<file path="src/rtl/rv32v_writeback_queue.sv">
// rv32v_writeback_queue
// Buffers vector execute results in a small FIFO ahead of the vector register
// file write port. At most one entry drains per cycle. Decode sees a hazard
// flag for any source register that still has a write pending in the queue.

module rv32v_writeback_queue #(
  parameter int NUM_LANES = 2,
  parameter int WEN_WIDTH = 4,
  parameter int DEPTH     = 4
) (
  input  logic                      CLK,
  input  logic                      RST,
  input  logic                      ex_valid,
  output logic                      ex_ready,
  input  logic [4:0]                ex_vd,
  input  logic [NUM_LANES*32-1:0]   ex_data,
  input  logic [NUM_LANES-1:0]      ex_lane_en,
  input  logic                      flush,
  input  logic                      rf_ready,
  output logic [NUM_LANES*32-1:0]   w_data,
  output logic [4:0]                rd,
  output logic [WEN_WIDTH-1:0]      wen,
  input  logic [4:0]                dec_rs1,
  input  logic [4:0]                dec_rs2,
  output logic                      hazard_rs1,
  output logic                      hazard_rs2,
  output logic [$clog2(DEPTH):0]    count
);

  localparam int PW = $clog2(DEPTH);
  localparam int CW = PW + 1;

  logic [4:0]              r_vd   [DEPTH];
  logic [NUM_LANES*32-1:0] r_data [DEPTH];
  logic [NUM_LANES-1:0]    r_en   [DEPTH];

  logic [PW-1:0] r_head;
  logic [PW-1:0] r_tail;
  logic [CW-1:0] r_count;

  logic w_full;
  logic w_empty;
  logic w_accept;
  logic w_push;
  logic w_pop;
  logic w_haz1;
  logic w_haz2;

  // ex_ready looks only at fullness, so a full queue refuses input even on a
  // cycle where it also drains. A zero-mask result completes the handshake
  // but never occupies a slot. Flush blocks both pushes and pops.
  assign w_full   = (r_count == CW'(DEPTH));
  assign w_empty  = (r_count == '0);
  assign ex_ready = !w_full;
  assign w_accept = ex_valid && ex_ready && !flush;
  assign w_push   = w_accept && (|ex_lane_en);
  assign w_pop    = !w_empty && rf_ready && !flush;
  assign count    = r_count;

  // Pointer and occupancy bookkeeping; flush empties the queue on the next edge.
  always_ff @(posedge CLK or posedge RST) begin
    if (RST) begin
      r_head  <= '0;
      r_tail  <= '0;
      r_count <= '0;
    end else if (flush) begin
      r_head  <= '0;
      r_tail  <= '0;
      r_count <= '0;
    end else begin
      if (w_push) begin
        r_tail <= r_tail + PW'(1);
      end
      if (w_pop) begin
        r_head <= r_head + PW'(1);
      end
      case ({w_push, w_pop})
        2'b10:   r_count <= r_count + CW'(1);
        2'b01:   r_count <= r_count - CW'(1);
        default: r_count <= r_count;
      endcase
    end
  end

  // Entry storage needs no reset because the outputs are gated by occupancy.
  always_ff @(posedge CLK) begin
    if (w_push) begin
      r_vd[r_tail]   <= ex_vd;
      r_data[r_tail] <= ex_data;
      r_en[r_tail]   <= ex_lane_en;
    end
  end

  // Present the head entry to the register file, or all zeros when idle or flushing.
  always_comb begin
    rd     = '0;
    w_data = '0;
    wen    = '0;
    if (!w_empty && !flush) begin
      rd     = r_vd[r_head];
      w_data = r_data[r_head];
      wen    = WEN_WIDTH'(r_en[r_head]);
    end
  end

  // Scan occupied slots and the incoming result for pending writes to the decode sources.
  always_comb begin
    w_haz1 = 1'b0;
    w_haz2 = 1'b0;
    for (int i = 0; i < DEPTH; i++) begin
      if ((CW'(i) < r_count) && (|r_en[r_head + PW'(i)])) begin
        if (r_vd[r_head + PW'(i)] == dec_rs1) begin
          w_haz1 = 1'b1;
        end
        if (r_vd[r_head + PW'(i)] == dec_rs2) begin
          w_haz2 = 1'b1;
        end
      end
    end
    if (w_push && (ex_vd == dec_rs1)) begin
      w_haz1 = 1'b1;
    end
    if (w_push && (ex_vd == dec_rs2)) begin
      w_haz2 = 1'b1;
    end
    if (flush) begin
      w_haz1 = 1'b0;
      w_haz2 = 1'b0;
    end
  end

  assign hazard_rs1 = w_haz1;
  assign hazard_rs2 = w_haz2;

endmodule

</file>
<file path="config.mk">
export PLATFORM = sky130hd
export DESIGN_NAME = rv32v_writeback_queue
export DESIGN_NICKNAME = d
export VERILOG_FILES = /design/src/rtl/rv32v_writeback_queue.sv
export SDC_FILE = /design/constraint.sdc
export NUM_CORES = 1
export LEC_CHECK = 0
export BUFFER_PORTS_ARGS = -buffer_cell sky130_fd_sc_hd__buf_2
export CAP_MARGIN = 0
export CORE_UTILIZATION = 35
export CTS_CLUSTER_SIZE = 12
export DETAILED_ROUTE_END_ITERATION = 7
export GPL_TIMING_DRIVEN = 0
export HOLD_SLACK_MARGIN = 0.12
export MAX_ROUTING_LAYER = met4
export PLACE_DENSITY_LB_ADDON = 0.1
export RECOVER_POWER = 25
export SYNTH_ARGS = -nofsm -noshare
export SYNTH_HDL_FRONTEND = slang
export SYNTH_SLANG_ARGS = --single-unit
</file>
<file path="constraint.sdc">
create_clock -name CLK -period 4.4 [get_ports CLK]
set_clock_uncertainty 0.1 [all_clocks]
set_input_delay 0.88 -clock CLK [delete_from_list [all_inputs] [get_ports CLK]]
set_output_delay 0.88 -clock CLK [all_outputs]
set_load 0.01 [all_outputs]
</file>
==> results of run 1 <==
per-layer routing:
metal	GRT usage [%]	wire length (µm)	share of wire, %	up-vias
met5	-	0	0	-
met4	5.55	690	2.4	0
met3	3.73	1800	6.3	44
met2	27.2	14400	50	185
met1	19.9	11700	41	3432
li1	-	-	-	2979
cells by family after synthesis:
family,count (synthesis),synth area share (%)
AOI/OAI and AO/OA,17,1.10
DFF,291,70.3
adders and majority gates,8,0.808
buffers and inverters,58,2.18
muxes,90,16.2
and+or+nand+nor,118,5.51
other,1,0.0303
xor gates and xnor gates,55,3.89
cell usage in the layout (no fill, tap or decap), types with 5 or more instances in the layout:
cell type	count
edfxtp_1	284
buf_2	112
mux4_2	87
clkbuf_1	80
and3_1	72
clkbuf_16	35
xor2_1	29
xnor2_1	26
nor2_1	13
nand2_1	9
buf_4	8
ha_1	8
inv_1	7
dfrtp_1	7
buf_1	6
clkinv_2	6
nor4_1	5
nor3_1	5
worst paths after layout:
path	startpoint	end	slack (ns)	cells after the start
min in group CLK	ex_data[56]	r_data[0][56]	0.50	1
max reg2reg	count[1]	r_data[0][10]	1.07	7
max	r_head[1]	w_data[50]	0.44	7
min	RST	count[2]	0.22	2
max in group asynchronous	RST	r_tail[0]	3.76	2
min reg2reg	r_tail[0]	r_tail[0]	0.51	1
cell type report:
class	count	area share (%)
Buffer	50	1.63
Sequential cell	291	58.7
Antenna cell	4	0.0675
Inverter	8	0.203
Clock inverter	14	0.844
Tap cell	455	3.84
Timing Repair Buffer	156	5.49
Multi-Input combinational cell	290	23.1
Clock buffer	42	6.09
flip-flops by register name, summed over array words and instances, names as in the netlist:
signal and flops:
count 3, r_data 256, r_en 8, r_head 2, r_tail 2, r_vd 20
power by group through the flow:
| stage | logic [mW] | registers (mW) | clock network (mW) |
|---|---|---|---|
| after detailed placement | 2.33 | 3.31 | 0 |
| after floorplan | 1.55 | 3.30 | 0 |
| after global routing | 2.48 | 3.27 | 2.77 |
| after global placement | 2.29 | 3.32 | 0 |
| final | 2.27 | 3.25 | 2.59 |
| after CTS | 2.34 | 3.26 | 2.68 |
cell usage after synthesis (2+ instances only):
cell      number  area share (%)
edfxtp_1     284              69
mux4_2        87              16
and3_1        72             3.6
xor2_1        29             2.1
clkbuf_1      28            0.85
xnor2_1       26             1.8
nor2_1        13            0.39
nand2_1        9            0.27
buf_4          8            0.48
ha_1           8            0.81
dfrtp_1        7             1.4
inv_1          7            0.21
buf_1          6            0.18
buf_2          6            0.24
and2_1         5            0.25
nor3_1         5            0.20
nor4_1         5            0.25
nand4_1        3            0.15
or4_1          3            0.18
a211oi_1       2            0.12
a31oi_1        2            0.10
buf_6          2            0.18
o21ai_0        2           0.081
o31ai_1        2            0.12
metrics by stage:
step | total power, mW | std cells | worst slack [ns] | utilization [%]
2_1_floorplan | 4.85 | 639 | 0.629 | -
3_3_place_gp | 5.61 | 1246 | -1.87 | 39.5
3_5_place_dp | 5.65 | 1250 | 0.520 | 39.9
4_1_cts | 8.27 | 1306 | 0.0309 | 42.8
6_report | 8.11 | 1310 | 0.440 | 42.7
5_1_grt | 8.52 | 1310 | 0.236 | 42.7
critical path: stages (launching register included):
cell and delay, ns:
dfrtp_1 0.34, buf_6 0.16, buf_2 0.28, buf_2 0.37, buf_1 0.57, mux4_2 0.40, and3_1 0.22, buf_2 0.14
==> run metrics, run 1 <==
Power Density=548 nW/µm²; Chip Height=190 µm; Worst Setup End Kind=primary output; Comb pwr share=28.0%; antenna viol nets, final=0; initial antenna violation count=4; starting density of the core=35.7%; multi-input logic area=3420 µm²; status=finished, final reports clean; die width=190 µm; Die Footprint=36,100 µm²; WS Path Type=flop to primary output; clock share of power=31.9%; hold crit path type=input pin to async pin; register area share after synthesis=70.3%; Req. time, crit path=3.42 ns; setup TNS=0 ns; drt via density=5.07; root buffer cell=clkbuf_16; Critical Path Start Type=flop; total wire length=28.6 mm; switching share of power=28.6%; maxcap violations=0; # port buffers=152; worst hold slack=0.222 ns; Synth Instances=638; setup bufs post-CTS=0; Global Route Usage Sum=16.5%; routed wire length per instance=21.8 µm; share of power burned in registers=40.1%; layout cells sized above 1=31.4%; worst skew pair latency=0.48 ns; Remaining DRCs=0; area grow syn2layout=19.7%; CTS tree=done; RD Place Congestion=0.928; Top Ports=165; critical path arrival=2.98 ns; Net Switching=2.32 mW; Final min period=3.96 ns; Leak=5.15 nW; Yosys cell types=41; Int Pwr=5.79 mW; Final Hold Vio Count=0; post-synthesis average cell area=19.4 µm²; Vias=6,640; Final setup viols=0; number of buffers created by CTS=34; worst vdd ir=238 µV; CTS resizes=0; CTS Hold Bufs=0; fill count=3,143; design area=14,800 µm²; Ys Warns=0; synthesized flop and latch total=291; clock transition at the registers of the reported paths=0.05 ns; number of flops mapped to enable cells by yosys=284; Final period util=90.0%; largest net degree at the start of global routing=42; Async SR Flop Fraction=2.41%; row count=68; final count of pins violating max slew=0; Netlist Area Pre-Place=12,400 µm²; fmax=253 MHz; layout net count=925; vias in the first global route=7,326; htree depth=2; Max transition margin=51.9%; drt initial violations=360; TritonRoute pass-1 iters=5; Placed Area=13,800 µm²; CTS sink count=291; unrepaired setup endpoints after global routing=no; Sequential Area=8700 µm²; worst-case clock buffer depth=3; Primary FF master, synth=edfxtp_1; Core ar.=34,700 µm²; GR Overflow Total=0; crit-path max FO=10; global-route wire length before repair=43.1 mm; DP HPWL=18.6 mm; worst-margin pin slew=0.721 ns
Power figures use the tool's default switching activity.
==> run 2, diff against run 1 <==
--- a/config.mk
+++ b/config.mk
@@ -7,7 +7,7 @@
 export LEC_CHECK = 0
 export BUFFER_PORTS_ARGS = -buffer_cell sky130_fd_sc_hd__buf_2
 export CAP_MARGIN = 0
-export CORE_UTILIZATION = 35
+export CORE_UTILIZATION = 36
 export CTS_CLUSTER_SIZE = 12
 export DETAILED_ROUTE_END_ITERATION = 7
 export GPL_TIMING_DRIVEN = 0
==> run 2 against run 1 <==
Compared with the run above:
- sequential share of layout area up 0.59 points
- cell area down 1.0%
- power is 3.6% lower
- global-route usage grew 0.41 points
- non-clock buffer count did not move
- via count decreased by 0.89%
- clock power is 12% lower
- critical path type unchanged
- largest power group unchanged
==> run metrics, run 2 (synthesis results as in run 1) <==
worst skew pair latency=0.56 ns (+0.08 ns); GR Overflow Total=0 (unchanged); clock transition at the registers of the reported paths=0.06 ns (about the same); WS Path Type=flop to primary output; Final setup viols=0 (unchanged); unrepaired setup endpoints after global routing=no; CTS Hold Bufs=0 (unchanged); Max transition margin=52.6% (+0.65 points); Top Ports=165 (unchanged); worst hold slack=0.164 ns (-0.0578 ns); leading cell type in the layout, fill and taps excluded=edfxtp_1; row count=67 (-1.5%); CTS tree=done; most frequent cells in the layout=284 x edfxtp_1, 118 x buf_2, 87 x mux4_2, 72 x and3_1, 71 x clkbuf_1; worst-case clock buffer depth=3 (unchanged); # port buffers=152 (unchanged); layout cells sized above 1=31.1% (-0.24 points); drt initial violations=370 (+2.8%); Largest regs=r_data: 256 flops, r_vd: 20 flops, r_en: 8 flops; total wire length=28.5 mm (-0.24%); Global Route Usage Sum=16.9% (+0.41 points); Core ar.=33,700 µm² (-2.9%); starting density of the core=36.7% (+1.1 points); worst vdd ir=289 µV (+21%); antenna viol nets, final=0 (unchanged); htree depth=1 (-1); Die Footprint=35,100 µm² (-2.7%); RD Place Congestion=0.855 (-7.9%); Req. time, crit path=3.42 ns (about the same); Final period util=92.2% (+2.2 points); drt via density=5.07 (about the same); max reg flops=256 (unchanged); Leak=5.10 nW (-1.0%); largest net degree at the start of global routing=40 (-4.8%); final count of pins violating max slew=0 (unchanged); CTS sink count=291 (unchanged); hold crit path type=input pin to async pin; die width=187 µm (-1.4%); global-route wire length before repair=43.5 mm (+0.99%); DP HPWL=18.7 mm (+0.42%); Vias=6,581 (-0.89%); initial antenna violation count=3 (-1); critical path arrival=3.08 ns (+0.10 ns); crit-path max FO=10 (unchanged); Worst Setup End Kind=primary output; fill count=3,011 (-4.2%); Remaining DRCs=0 (unchanged); Post-Place Setup Slack=0.493 ns (-0.0266 ns); Final Hold Vio Count=0 (unchanged); Chip Height=187 µm (-1.4%); Final Core Density=43.5% (+0.85 points); fmax=246 MHz (-2.4%); layout net count=922 (-0.32%); maxcap violations=0 (unchanged); Critical Path Start Type=flop; vias in the first global route=7,269 (-0.78%); area grow syn2layout=18.5%; TritonRoute pass-1 iters=5 (unchanged); Power Density=533 nW/µm² (-2.7%); Final min period=4.06 ns (+0.0985 ns); root buffer cell=clkbuf_16; routed wire length per instance=22.0 µm (+0.61%); worst-margin pin slew=0.711 ns (-0.00969 ns); setup slack after layout=0.342 ns (-0.0985 ns); number of buffers created by CTS=31 (-8.8%); Largest Register=r_data; status=finished, final reports clean
==> run 2: cell types whose count changed in the layout (fill, tap and decap cells not counted), moves of 2 or more <==
cell / before / now
clkbuf_16: 35 / 31
clkinv_1: 4 / 13
bufinv_16: 2 / 0
clkinv_2: 6 / 4
buf_2: 112 / 118
clkbuf_1: 80 / 71
==> run 2: per-stage QoR <==
stage / cells / TNS, ns / total power, mW / area (µm²)
2_1_floorplan: 639 / 0 / 4.85 / 12400
3_3_place_gp: 1239 / -484.98 / 5.62 / 13700
3_5_place_dp: 1243 / 0 / 5.65 / 13800
4_1_cts: 1296 / 0 / 7.96 / 14700
5_1_grt: 1299 / 0 / 8.22 / 14700
6_report: 1299 / 0 / 7.82 / 14700
==> run 2: worst paths after layout <==
| check | startpoint | end | slack [ns] | cells after the start |
|---|---|---|---|---|
| setup / recovery | r_head[1] | w_data[38] | 0.34 | 7 |
| hold / removal | RST | r_head[1] | 0.16 | 2 |
| setup reg to reg | count[1] | r_data[3][45] | 1.11 | 7 |
| hold reg to reg | r_tail[0] | r_tail[0] | 0.51 | 1 |
| max in group asynchronous | RST | r_tail[0] | 3.79 | 2 |
| min in group CLK | ex_data[0] | r_data[1][0] | 0.44 | 1 |
==> run 2: timing repair <==
| item | in CTS | in global routing |
|---|---|---|
| endpoints found under the hold margin | 0 | 0 |
| endpoints found under the setup margin | 0 | 10 |
| buffers inserted | 0 | 0 |
| resized for setup | 0 | 3 |
==> run 2: layout make-up <==
| cell class | count | area (µm²) | share of cell area (%) |
|---|---|---|---|
| diodes | 3 | 7.51 | 0.0512 |
| plain buffers | 50 | 241 | 1.65 |
| clock buffers | 35 | 791 | 5.39 |
| clock inverters | 18 | 92.6 | 0.631 |
| inverters | 8 | 30.0 | 0.205 |
| multi-input cells | 290 | 3420 | 23.3 |
| flip-flops and latches | 291 | 8700 | 59.3 |
| well taps | 448 | 561 | 3.82 |
| repair buffers | 156 | 821 | 5.59 |
==> run 2: metal layers <==
| metal | vias up | global-route usage (%) | wire length, µm |
|---|---|---|---|
| met2 | 171 | 28.1 | 14400 |
| met4 | 0 | 4.19 | 473 |
| met3 | 37 | 3.38 | 1640 |
| met1 | 3400 | 21.2 | 12000 |
| li1 | 2973 | - | - |
| met5 | - | - | 0 |
==> run 2: power breakdown <==
group | switching, mW | internal (mW) | total (mW)
registers | 0.0672 | 3.18 | 3.25
logic | 1.24 | 1.04 | 2.28
clock network | 1.01 | 1.27 | 2.28
total | 2.32 | 5.50 | 7.82
==> run 2: worst max-delay path, cell delays in order (launching register included) <==
cell	delay [ns]
dfrtp_1	0.35
buf_6	0.16
buf_2	0.28
buf_2	0.37
clkbuf_1	0.59
mux4_2	0.42
and3_1	0.20
buf_2	0.14
